--- config.mk ---
export PLATFORM = sky130hd
export DESIGN_NAME = ldtu_ser_rx_aligner
export DESIGN_NICKNAME = d
export VERILOG_FILES = /design/src/rtl/ldtu_rx_pkg.sv /design/src/rtl/ldtu_ser_rx_aligner.sv
export SDC_FILE = /design/constraint.sdc
export NUM_CORES = 1
export LEC_CHECK = 0
export ABC_AREA = 0
export BUFFER_PORTS_ARGS = -buffer_cell sky130_fd_sc_hd__buf_2
export CORE_MARGIN = 4
export CORE_UTILIZATION = 57
export CTS_BUF_LIST = sky130_fd_sc_hd__clkbuf_4 sky130_fd_sc_hd__clkbuf_8
export CTS_CLUSTER_SIZE = 20
export DETAILED_ROUTE_END_ITERATION = 10
export HOLD_SLACK_MARGIN = 0.05
export PLACE_DENSITY = 0.82
export SYNTH_ARGS = -nofsm -noshare
export SYNTH_HDL_FRONTEND = slang
export SYNTH_SLANG_ARGS = --single-unit
--- constraint.sdc ---
create_clock -name CLK_SRL -period 3.4 [get_ports CLK_SRL]
set_input_delay 0.17 -clock CLK_SRL [delete_from_list [all_inputs] [get_ports CLK_SRL]]
set_output_delay 0.17 -clock CLK_SRL [all_outputs]
set_load 0.02 [all_outputs]
--- src/rtl/ldtu_rx_pkg.sv ---
// Shared definitions for the LiTE-DTU serial lane receiver: word width,
// the idle/sync pattern the serializer sends when it has nothing to say,
// and the alignment state machine's states.
package ldtu_rx_pkg;

    localparam int WORD_W = 32;

    localparam logic [WORD_W-1:0] DEFAULT_SYNC_WORD = 32'hEAAAAAAA;

    typedef enum logic [1:0] {
        HUNT   = 2'd0,
        VERIFY = 2'd1,
        LOCKED = 2'd2
    } rx_state_e;

endpackage

--- src/rtl/ldtu_ser_rx_aligner.sv ---
// Receiver for one LiTE-DTU serial lane. Bits arrive MSB first, one per
// CLK_SRL cycle. The aligner hunts every bit phase for the sync word, confirms
// the phase over several consecutive boundary-aligned sync words, and once
// locked emits every recovered 32-bit word. Lock is dropped after too many
// consecutive non-sync words.
module ldtu_ser_rx_aligner
    import ldtu_rx_pkg::*;
#(
    parameter logic [WORD_W-1:0] SYNC_WORD    = DEFAULT_SYNC_WORD,
    parameter int                SYNC_CONFIRM = 3,
    parameter int                LOCK_TIMEOUT = 1024
) (
    input  logic              CLK_SRL,
    input  logic              RST,
    input  logic              ser_in,
    output logic [WORD_W-1:0] word_out,
    output logic              word_valid,
    output logic              is_idle,
    output logic              locked,
    output logic              lock_lost,
    output logic [7:0]        sync_err_cnt
);

    localparam int CONF_W = $clog2(SYNC_CONFIRM + 1);
    localparam int TO_W   = $clog2(LOCK_TIMEOUT + 1);

    localparam logic [CONF_W-1:0] CONF_TARGET = CONF_W'(SYNC_CONFIRM);
    localparam logic [TO_W-1:0]   TO_LIMIT    = TO_W'(LOCK_TIMEOUT);

    // The candidate word is the stored history plus the live input bit, so
    // only 31 bits of history ever need to be kept.
    logic [WORD_W-2:0] sr_q, sr_d;
    logic [WORD_W-1:0] cand_w;
    logic              cand_is_sync;

    rx_state_e         state_q, state_d;
    logic [4:0]        bit_cnt_q, bit_cnt_d;
    logic [CONF_W-1:0] conf_cnt_q, conf_cnt_d, conf_next;
    logic [TO_W-1:0]   timeout_cnt_q, timeout_cnt_d, timeout_next;

    logic [WORD_W-1:0] word_out_q, word_out_d;
    logic              word_valid_q, word_valid_d;
    logic              is_idle_q, is_idle_d;
    logic              locked_q, locked_d;
    logic              lock_lost_q, lock_lost_d;
    logic [7:0]        sync_err_cnt_q, sync_err_cnt_d, sync_err_inc;

    assign cand_w       = {sr_q, ser_in};
    assign cand_is_sync = (cand_w == SYNC_WORD);

    // Next-state and output logic: hunt every phase, verify on word
    // boundaries, and while locked emit each word and track missing syncs.
    always_comb begin
        sr_d           = cand_w[WORD_W-2:0];
        state_d        = state_q;
        bit_cnt_d      = bit_cnt_q;
        conf_cnt_d     = conf_cnt_q;
        timeout_cnt_d  = timeout_cnt_q;
        word_out_d     = word_out_q;
        word_valid_d   = 1'b0;
        is_idle_d      = is_idle_q;
        lock_lost_d    = 1'b0;
        sync_err_cnt_d = sync_err_cnt_q;
        conf_next      = conf_cnt_q + CONF_W'(1);
        timeout_next   = timeout_cnt_q + TO_W'(1);
        sync_err_inc   = (sync_err_cnt_q == 8'hFF) ? sync_err_cnt_q
                                                   : sync_err_cnt_q + 8'd1;

        unique case (state_q)
            HUNT: begin
                if (cand_is_sync) begin
                    state_d    = VERIFY;
                    bit_cnt_d  = 5'd0;
                    conf_cnt_d = CONF_W'(1);
                end
            end
            VERIFY: begin
                bit_cnt_d = bit_cnt_q + 5'd1;
                if (bit_cnt_q == 5'd31) begin
                    if (cand_is_sync) begin
                        conf_cnt_d = conf_next;
                        if (conf_next == CONF_TARGET) begin
                            state_d       = LOCKED;
                            timeout_cnt_d = '0;
                        end
                    end else begin
                        state_d        = HUNT;
                        sync_err_cnt_d = sync_err_inc;
                    end
                end
            end
            LOCKED: begin
                bit_cnt_d = bit_cnt_q + 5'd1;
                if (bit_cnt_q == 5'd31) begin
                    word_out_d   = cand_w;
                    word_valid_d = 1'b1;
                    is_idle_d    = cand_is_sync;
                    if (cand_is_sync) begin
                        timeout_cnt_d = '0;
                    end else begin
                        timeout_cnt_d = timeout_next;
                        if (timeout_next == TO_LIMIT) begin
                            state_d        = HUNT;
                            lock_lost_d    = 1'b1;
                            sync_err_cnt_d = sync_err_inc;
                        end
                    end
                end
            end
            default: begin
                state_d = HUNT;
            end
        endcase

        locked_d = (state_d == LOCKED);
    end

    // State and output registers; reset returns to HUNT with everything cleared.
    always_ff @(posedge CLK_SRL) begin
        if (RST) begin
            sr_q           <= '0;
            state_q        <= HUNT;
            bit_cnt_q      <= '0;
            conf_cnt_q     <= '0;
            timeout_cnt_q  <= '0;
            word_out_q     <= '0;
            word_valid_q   <= 1'b0;
            is_idle_q      <= 1'b0;
            locked_q       <= 1'b0;
            lock_lost_q    <= 1'b0;
            sync_err_cnt_q <= '0;
        end else begin
            sr_q           <= sr_d;
            state_q        <= state_d;
            bit_cnt_q      <= bit_cnt_d;
            conf_cnt_q     <= conf_cnt_d;
            timeout_cnt_q  <= timeout_cnt_d;
            word_out_q     <= word_out_d;
            word_valid_q   <= word_valid_d;
            is_idle_q      <= is_idle_d;
            locked_q       <= locked_d;
            lock_lost_q    <= lock_lost_d;
            sync_err_cnt_q <= sync_err_cnt_d;
        end
    end

    assign word_out     = word_out_q;
    assign word_valid   = word_valid_q;
    assign is_idle      = is_idle_q;
    assign locked       = locked_q;
    assign lock_lost    = lock_lost_q;
    assign sync_err_cnt = sync_err_cnt_q;

endmodule

==> results of run 1 <==
logic make-up after synthesis:
group / count (synthesis)
AOI/OAI and AO/OA: 107
and+or+nand+nor: 189
buffers and inverters: 32
xor gates and xnor gates: 1
adders and majority gates: 9
DFF: 95
muxes: 3
critical path, stage by stage, from the launching register on:
cell and delay, ps:
dfxtp_1 430, ha_1 230, nand3_1 150, nor4_1 320, a211oi_1 120, o41a_1 620, or4_1 550, a21oi_1 180
layout by cell type (no fill, tap or decap), types with 3 or more instances in the layout:
master / synthesis / routed
nand4_1: 3 / 3
dfxtp_1: 95 / 95
nor3_1: 6 / 6
a211oi_1: 3 / 3
nor4bb_1: 7 / 7
o31ai_1: 5 / 5
buf_2: 3 / 46
and3_1: 5 / 5
nand3_1: 11 / 11
o21ai_0: 21 / 21
ha_1: 9 / 9
nand2_1: 84 / 84
a311oi_1: 9 / 9
and2_1: 5 / 5
or4_1: 4 / 4
inv_1: 6 / 6
buf_4: 0 / 6
clkbuf_8: 0 / 10
nor2b_1: 35 / 35
nor2_1: 15 / 14
a21oi_1: 59 / 59
cell usage after synthesis (2+ instances only):
library cell,instances
nor3_1,6
nor4_1,2
nor2b_1,35
clkbuf_1,21
o31ai_1,5
a311oi_1,9
o21ai_0,21
or3_1,2
nand2_1,84
nand4_1,3
buf_2,3
o21a_1,2
a211oi_1,3
and2_1,5
inv_1,6
a21oi_1,59
nand3_1,11
or4_1,4
nor2_1,15
a31oi_1,2
dfxtp_1,95
and3_1,5
ha_1,9
mux2_1,2
nand3b_1,2
nor4bb_1,7
power breakdown:
group / internal (W) / leakage (nW) / switching [W]
sequential: 0.00111 / 0.765 / 0.00000117
combinational: 0.00000430 / 0.723 / 0.0000181
clock: 0.000376 / 0.102 / 0.000379
per-stage QoR:
stage	power [W]	setup WS [ps]
2_1_floorplan	0.001157	1026
3_3_place_gp	0.001163	867.1
3_5_place_dp	0.001163	760.0
4_1_cts	0.001916	738.8
5_1_grt	0.001964	557.3
6_report	0.001892	716.6
worst paths after layout:
path	depth (start not counted)	end	from	slack [ps]
worst max-delay path	7	sync_err_cnt[4]$_SDFFE_PP0P_	timeout_cnt_q[0]$_SDFFE_PP0P_	720
worst min-delay path	2	sr_q[0]$_SDFF_PP0_	ser_in	90
worst max register to register	7	sync_err_cnt[4]$_SDFFE_PP0P_	timeout_cnt_q[0]$_SDFFE_PP0P_	720
worst min register to register	2	word_out[4]$_SDFFE_PP0P_	word_out[4]$_SDFFE_PP0P_	450
area by class of cell:
cell class / instances / area share [%]
Multi-Input combinational cell: 309 / 41.38
Sequential cell: 95 / 44.48
Clock buffer: 11 / 3.395
Timing Repair Buffer: 52 / 6.438
Tap cell: 77 / 2.253
Clock inverter: 5 / 1.522
Inverter: 6 / 0.5268
flip-flops by register name, indices dropped and copies added (netlist names):
signal         cells
conf_cnt_q         2
is_idle            1
timeout_cnt_q     11
locked             1
bit_cnt_q          5
word_out          32
lock_lost          1
sr_q              31
state_q            2
sync_err_cnt       8
word_valid         1
per-layer routing:
metal | routed length (um) | GRT usage, %
met1 | 3586 | 26.51
met2 | 3521 | 31.65
met5 | 0 | 0
met4 | 102 | 8.525
met3 | 354 | 3.558
==> qor.txt, run 1 <==
Routed Wire Length -> 7.564 mm
Avg Cell Area, Syn -> 8.715 um2
fin crit period -> 2683 ps
fraction of registers with async set/reset -> 0%
post-route ant nets -> 0
number of synthesized flops with an enable pin -> 0
Vias/cell -> 5.706
io pins -> 47
total number of vias -> 3167
Buffers on Ports -> 46
Worst Max-Slew Pin Slew -> 635.2 ps
CP Max Fanout -> 14
Num CTS Buffers -> 9
routability cong. -> 0.8611
slew margin rel. -> 57.65%
clock latency on the worst-skew pair -> 350 ps
post-synth cell types -> 44
setup TNS -> 0 ps
post-route cell area -> 4275 um2
Ys Warns -> 0
Synth Area in Adders -> 2.963%
status -> completed
clock sink total -> 95
Longest Clk Path Bufs -> 2
Core Area -> 6422 um2
Post-CTS Resized -> 0
final count of hold timing violations -> 0
number of synthesized register bits -> 95
sequential area share after synthesis -> 50.05%
Initial Util -> 59.17%
Peak VDD IR -> 0.0002985 V
FP Rows -> 29
Finished Layout Cells -> 555
post-synthesis xor/xnor area fraction -> 0.2305%
DR WL/cell -> 13.63 um
register area -> 1902 um2
synthesized cell area -> 3800 um2
area post-placement -> 4065 um2
multi-input logic area -> 1769 um2
worst hold path type -> in2reg
pin count of the biggest net entering global routing -> 40
CP Launch Type -> flop
CTS tree -> done
Mapped Cells -> 436
period utilization -> 78.92%
PD cells -> 442.5 nW/um2
hold slack final -> 87.98 ps
compound-gate portion of the synthesized area -> 16.36%
vias in the first global route -> 2802
Simple-Gate Fraction of Synth Area -> 26.08%
Placed Cells -> 539
Max Cap Violations -> 0
Arr. time, crit path -> 2960 ps
Clock transition at path regs -> 90 ps
Req. time, crit path -> 3670 ps
global-route wire length before repair -> 12.61 mm
RSZ-0062 raised after global routing -> false
initial drt markers -> 209
Synth area leaders -> dfxtp_1, nand2_1, a21oi_1
mux cell area share after synthesis -> 0.8561%
top-area cell type share of the netlist area -> 50.05%
Die Wd -> 89.65 um
Layout Nets -> 485
global-route usage over all layers -> 19.86%
fill count -> 543
cts hold-fix bufs -> 0
syn_nets -> 448
CTS Root Cell -> clkbuf_8
largest family of logic cells by synthesized area -> simple AND/OR/NAND/NOR gates
maximum clock frequency -> 372.7 MHz
Post-CTS Setup Bufs -> 0
die height -> 89.65 um
drt first pass iters -> 4
layout cells sized above 1 -> 15.27%
# diodes -> 0
# setup viols final -> 0
Util after Layout -> 66.57%
hpwl dp -> 5.165 mm
Yosys top cell by area -> dfxtp_1
die footprint -> 8037 um2
initial antenna violation count -> 0
H-Tree Depth -> 3
Critical Path Sink Type -> flop
area grow syn2layout -> 12.51%
GRT overflow -> 0
Fin Clk Skew -> 11.25 ps
Crit Path Category -> reg2reg
fin. max-slew vios -> 0
Pleak -> 1.590 nW
drt drc -> 0
Post-synth top flop -> dfxtp_1
Note: power is estimated with default switching activity, not from simulation.
==> run 2: changes to the inputs <==
- CORE_UTILIZATION: 57 -> 54
- PLACE_DENSITY: 0.82 -> 0.81
- clock period: 3.4 -> 2.2 ns (I/O delays scaled with it)
==> run 2 against run 1 <==
Against the previous run:
- the flow now finishes with violations (setup timing)
- clock power grew 40%
- sequential cell count is the same
- cell count grew 11%
- first-iteration DRC count shrank 12%
- global-route usage grew 1.5 points
- routed wire length grew 22%
- worst hold slack gained 140 ps
- critical path type unchanged
- non-clock buffer count grew 40
- setup slack lost 760 ps
- fmax grew 19%
- highest routed layer unchanged
==> qor.txt, run 2 (synthesis gave the netlist of run 1 again) <==
Power Internal -> 0.002151 W (+44%)
CTS tree -> done
Crit path max-delay family -> compound AO/OA/AOI/OAI gates
crit-path cells -> and3_2, xnor2_1, a21oi_2, o41a_1, buf_4, or4_4, a21oi_2
initial drt markers -> 183 (-12%)
Vias/cell -> 5.585 (-2.1%)
worst setup margin -> -47.34 ps (-764.0 ps)
GRT overflow -> 0 (unchanged)
fill count -> 500 (-7.9%)
Hold Path End -> sync_err_cnt[5]$_SDFFE_PP0P_
violated checks -> setup timing
Buffers on Ports -> 46 (unchanged)
layout cells sized above 1 -> 28.52% (+13 points)
worst hold path type -> in2reg
NetSw -> 0.0006674 W (+68%)
Critical Path Sink Type -> flop
sequential share of power -> 61.0% (+2.1 points)
CP Max Fanout -> 6 (-8)
Tot Pwr -> 0.002818 W (+49%)
total number of vias -> 3435 (+8.5%)
# diodes -> 0 (unchanged)
min-delay src -> RST
io pins -> 47 (unchanged)
Arr. time, crit path -> 2540 ps (-420 ps)
global-route usage over all layers -> 21.34% (+1.5 points)
most frequent CP cell -> a21oi_2
Pleak -> 1.783 nW (+12%)
Num CTS Buffers -> 9 (unchanged)
sw frac -> 23.68% (+2.6 points)
logic gate share of total power -> 1.3% (about the same)
pin count of the biggest net entering global routing -> 50 (+25%)
Setup crit start -> timeout_cnt_q[1]$_SDFFE_PP0P_
Reg2Reg Setup Slack -> -50 ps (-760 ps)
final count of hold timing violations -> 0 (unchanged)
drt drc -> 0 (unchanged)
Clock transition at path regs -> 90 ps (about the same)
FF-to-FF End -> sync_err_cnt[5]$_SDFFE_PP0P_
Layout Nets -> 526 (+8.5%)
area grow syn2layout -> 26.77%
Fin Clk Skew -> 10.65 ps (-0.5989 ps)
clock sink total -> 95 (unchanged)
Crit Path Category -> reg2reg
CTS Root Cell -> clkbuf_8
maximum clock frequency -> 445.0 MHz (+19%)
Req. time, crit path -> 2490 ps (-1180 ps)
CP Launch Type -> flop
worst r2r src -> timeout_cnt_q[1]$_SDFFE_PP0P_
routability cong. -> 0.8838 (+2.6%)
vias in the first global route -> 3169 (+13%)
drt first pass iters -> 5 (+1)
Peak VDD IR -> 0.0004821 V (+61%)
# setup viols final -> 3 (+3)
Worst path slowest cell -> o41a_1
fin. max-slew vios -> 0 (unchanged)
clock latency on the worst-skew pair -> 360 ps (about the same)
Placed Cells -> 588 (+9.1%)
hpwl dp -> 5.865 mm (+14%)
Max Cap Violations -> 0 (unchanged)
Core Area -> 6832 um2 (+6.4%)
hold depth -> 2 (unchanged)
Finished Layout Cells -> 615 (+11%)
H-Tree Depth -> 3 (unchanged)
Worst Max-Slew Pin Slew -> 512.8 ps (-122.5 ps)
die height -> 91.89 um (+2.5%)
status -> complete, but fails checks
worst reg2reg path depth -> 7 (unchanged)
Largest register FFs -> 32 (unchanged)
post-route ant nets -> 0 (unchanged)
commonest cells after routing, fill and taps aside -> dfxtp_1, nand2_1, a21oi_1
fin crit period -> 2247 ps (-436.0 ps)
power share of the clock group -> 37.7% (-2.2 points)
RSZ-0062 raised after global routing -> true
Initial Util -> 55.62% (-3.5 points)
slowest stage delay, CP -> 500 ps (-120 ps)
die footprint -> 8443 um2 (+5.0%)
PD cells -> 585.1 nW/um2 (+32%)
FP Rows -> 30 (+3.4%)
Routed Wire Length -> 9.209 mm (+22%)
slew margin rel. -> 65.81% (+8.2 points)
period utilization -> 102.2% (+23 points)
most common cell after layout, fill and taps aside -> dfxtp_1
Bufs and invs on worst path -> 1 (+1)
Die Wd -> 91.89 um (+2.5%)
multi-input logic area -> 1974 um2 (+12%)
DR WL/cell -> 14.97 um (+9.9%)
initial antenna violation count -> 0 (unchanged)
global-route wire length before repair -> 14.82 mm (+18%)
register area -> 1921 um2 (+0.99%)
Longest Clk Path Bufs -> 2 (unchanged)
## run 2: final cells by class
class	count	share of cell area (%)
well taps	96	2.494
multi-input cells	310	40.99
clock inverters	7	1.169
clock buffers	9	2.571
inverters	6	0.4675
flip-flops and latches	95	39.87
repair buffers	92	12.44
## run 2: routing by layer
metal / wire length, um / share of wire [%] / up-vias / global-route usage, %
met3: 367 / 4.0 / 13 / 3.199
met5: 0 / 0 / - / 0
met2: 4523 / 49 / 96 / 34.49
met4: 170 / 1.8 / 0 / 8.663
met1: 4147 / 45 / 1649 / 28.61
li1: - / - / 1677 / -
## run 2: how the worst max path moves through the flow
stage,endpoint,depth (start not counted),slack (ps)
CTS,sync_err_cnt[2]$_SDFFE_PP0P_,8,-20
detailed placement,sync_err_cnt[6]$_SDFFE_PP0P_,6,-140
floorplan,sync_err_cnt[7]$_SDFFE_PP0P_,7,-0.2
finish,sync_err_cnt[5]$_SDFFE_PP0P_,7,-50
global route,sync_err_cnt[7]$_SDFFE_PP0P_,9,-120
global placement,sync_err_cnt[7]$_SDFFE_PP0P_,6,-40
## run 2: power groups by stage
stage	clock [W]	combinational [W]	sequential (W)
final	0.00106	0.0000376	0.00172
after global routing	0.00116	0.0000409	0.00172
after CTS	0.00108	0.0000360	0.00172
after detailed placement	0	0.0000345	0.00176
after global placement	0	0.0000337	0.00176
after floorplan	0	0.0000256	0.00176
## run 2: worst reg2reg max path, cell delays in order, from the launching register on
cell and delay, ps:
dfxtp_4 380, and3_2 240, xnor2_1 210, a21oi_2 130
o41a_1 500, buf_4 190, or4_4 420, a21oi_2 120
## run 2: per-stage QoR
step | instance area [um2] | hold slack, ps | TNS (ps) | setup slack [ps] | utilization, %
after floorplan | 3814 | 238.2 | -0.1956 | -0.1956 | -
after global placement | 4338 | 372.7 | -166.5 | -41.69 | 63.50
after detailed placement | 4338 | 392.3 | -835.7 | -141.9 | 63.50
after CTS | 4642 | 203.0 | -42.09 | -19.39 | 67.95
after global routing | 4817 | 223.8 | -601.7 | -122.0 | 70.51
final | 4817 | 223.6 | -111.3 | -47.34 | 70.51
## run 2: repair_timing
action / in CTS / in global routing
hold endpoints to repair: 2 / 0
cloned: 1 / 1
pin swaps: 12 / 14
setup buffers: 4 / 4
hold buffers: 1 / 0
gates resized for setup: 18 / 33
setup endpoints to repair: 10 / 26
==> run 3: changes to the inputs <==
- SKIP_LAST_GASP: default -> 1
==> run 3 against run 2 <==
Against the previous run:
- the run still ends with setup timing left
- routed wire length is 0.52% higher
- critical path depth is the same
- register-to-register slack barely moved
- clock power hardly changed
- die area unchanged
- sequential share of layout area grew 0.073 points
- count of clock-buffer cells in the layout did not move
- cell count is the same
- power up 0.28%
- largest cell class unchanged
==> qor.txt, run 3 (synthesis gave the netlist of run 1 again) <==
Arr. time, crit path -> 2530 ps (about the same)
Vias/cell -> 5.616 (+0.55%)
DR WL/cell -> 15.05 um (+0.52%)
CTS Root Cell -> clkbuf_8
vias in the first global route -> 3169 (unchanged)
layout cells sized above 1 -> 28.52% (unchanged)
routability cong. -> 0.8838 (unchanged)
Largest register FFs -> 32 (unchanged)
io pins -> 47 (unchanged)
initial antenna violation count -> 0 (unchanged)
Finished Layout Cells -> 615 (unchanged)
hold slack final -> 221.4 ps (-2.122 ps)
drt drc -> 0 (unchanged)
Crit Path Category -> reg2reg
global-route wire length before repair -> 14.82 mm (unchanged)
Pleak -> 1.782 nW (about the same)
Buffers on Ports -> 46 (unchanged)
Worst Max-Slew Pin Slew -> 510.6 ps (-2.223 ps)
final count of hold timing violations -> 0 (unchanged)
die height -> 91.89 um (unchanged)
setup TNS -> -126.1 ps (-14.79 ps)
Placed Cells -> 588 (unchanged)
PD cells -> 587.8 nW/um2 (+0.47%)
Routed Wire Length -> 9.257 mm (+0.52%)
H-Tree Depth -> 3 (unchanged)
fin. max-slew vios -> 0 (unchanged)
commonest cells after routing, fill and taps aside -> dfxtp_1, nand2_1, a21oi_1
fin crit period -> 2245 ps (-2.008 ps)
post-route ant nets -> 0 (unchanged)
Longest Clk Path Bufs -> 2 (unchanged)
area grow syn2layout -> 26.54%
Die Wd -> 91.89 um (unchanged)
global-route usage over all layers -> 21.34% (unchanged)
pin count of the biggest net entering global routing -> 50 (unchanged)
clock sink total -> 95 (unchanged)
FP Rows -> 30 (unchanged)
hpwl dp -> 5.865 mm (unchanged)
# diodes -> 0 (unchanged)
Req. time, crit path -> 2490 ps (about the same)
Fin Clk Skew -> 10.27 ps (-0.3842 ps)
Num CTS Buffers -> 9 (unchanged)
Layout Nets -> 526 (unchanged)
die footprint -> 8443 um2 (unchanged)
CP Max Fanout -> 6 (unchanged)
Peak VDD IR -> 0.0004876 V (+1.1%)
Critical Path Sink Type -> flop
GRT overflow -> 0 (unchanged)
dpl ws -> -141.9 ps (unchanged)
drt first pass iters -> 5 (unchanged)
period utilization -> 102.1% (about the same)
worst hold path type -> in2reg
CTS tree -> done
RSZ-0062 raised after global routing -> true
clock latency on the worst-skew pair -> 360 ps (about the same)
CP Launch Type -> flop
worst setup margin -> -45.33 ps (+2.008 ps)
slew margin rel. -> 65.96% (+0.15 points)
# setup viols final -> 4 (+1)
status -> complete, but fails checks
Max Cap Violations -> 0 (unchanged)
total number of vias -> 3454 (+0.55%)
Initial Util -> 55.62% (unchanged)
most common cell after layout, fill and taps aside -> dfxtp_1
maximum clock frequency -> 445.4 MHz (about the same)
Clock transition at path regs -> 90 ps (about the same)
Core Area -> 6832 um2 (unchanged)
violated checks -> setup timing
initial drt markers -> 210 (+15%)
[run 3: cell count changes in the layout (fill, tap and decap cells not counted)]
cell,change
o31ai_2,+1
o31ai_4,-1
[run 3: per-layer routing]
layer  vias up  GRT usage, %  share of wire (%)
met5         -             0                  0
met4         0         8.663                1.8
met3        13         3.199                4.2
met2       100         34.49                 49
met1      1662         28.61                 45
li1       1679             -                  -
[run 3: worst paths after layout]
check                                     start  slack [ps]                           end  cells after the start
setup / recovery  timeout_cnt_q[1]$_SDFFE_PP0P_         -50  sync_err_cnt[5]$_SDFFE_PP0P_                      7
hold / removal                              RST         220  sync_err_cnt[5]$_SDFFE_PP0P_                      2
setup reg to reg  timeout_cnt_q[1]$_SDFFE_PP0P_         -50  sync_err_cnt[5]$_SDFFE_PP0P_                      7
hold reg to reg       word_out[22]$_SDFFE_PP0P_         460     word_out[22]$_SDFFE_PP0P_                      2
[run 3: layout make-up]
cell class / instances / area, um2
Clock buffer: 9 / 123.9
Clock inverter: 7 / 56.30
Fill cell: 502 / 2023
Inverter: 6 / 22.52
Multi-Input combinational cell: 310 / 1966
Sequential cell: 95 / 1921
Tap cell: 96 / 120.1
Timing Repair Buffer: 92 / 599.3
[run 3: critical path: stages (launching register included)]
cell	delay [ps]
dfxtp_4	380
and3_2	240
xnor2_1	210
a21oi_2	130
o41a_1	500
buf_4	190
or4_4	420
a21oi_2	120
[run 3: what timing repair did]
action	CTS	global route
endpoints found under the hold margin	2	0
setup endpoints to repair	10	26
pin swaps	12	13
gates cloned	1	1
gates resized for setup	18	32
setup buffers	4	4
hold buffers	1	0
[run 3: stage by stage]
step | instance area [um2] | total power, W | utilization [%]
global route | 4808 | 0.002917 | 70.38
CTS | 4642 | 0.002834 | 67.95
finish | 4808 | 0.002826 | 70.38
detailed placement | 4338 | 0.001798 | 63.50
global placement | 4338 | 0.001797 | 63.50
floorplan | 3814 | 0.001788 | -
[run 3: power by group]
group	leakage (nW)	switching, W	total (W)	internal (W)
clock network	0.0895	0.000643	0.00107	0.000427
logic	0.923	0.0000292	0.0000376	0.00000845
registers	0.770	0.00000277	0.00172	0.00172
total	1.78	0.000675	0.00283	0.00215
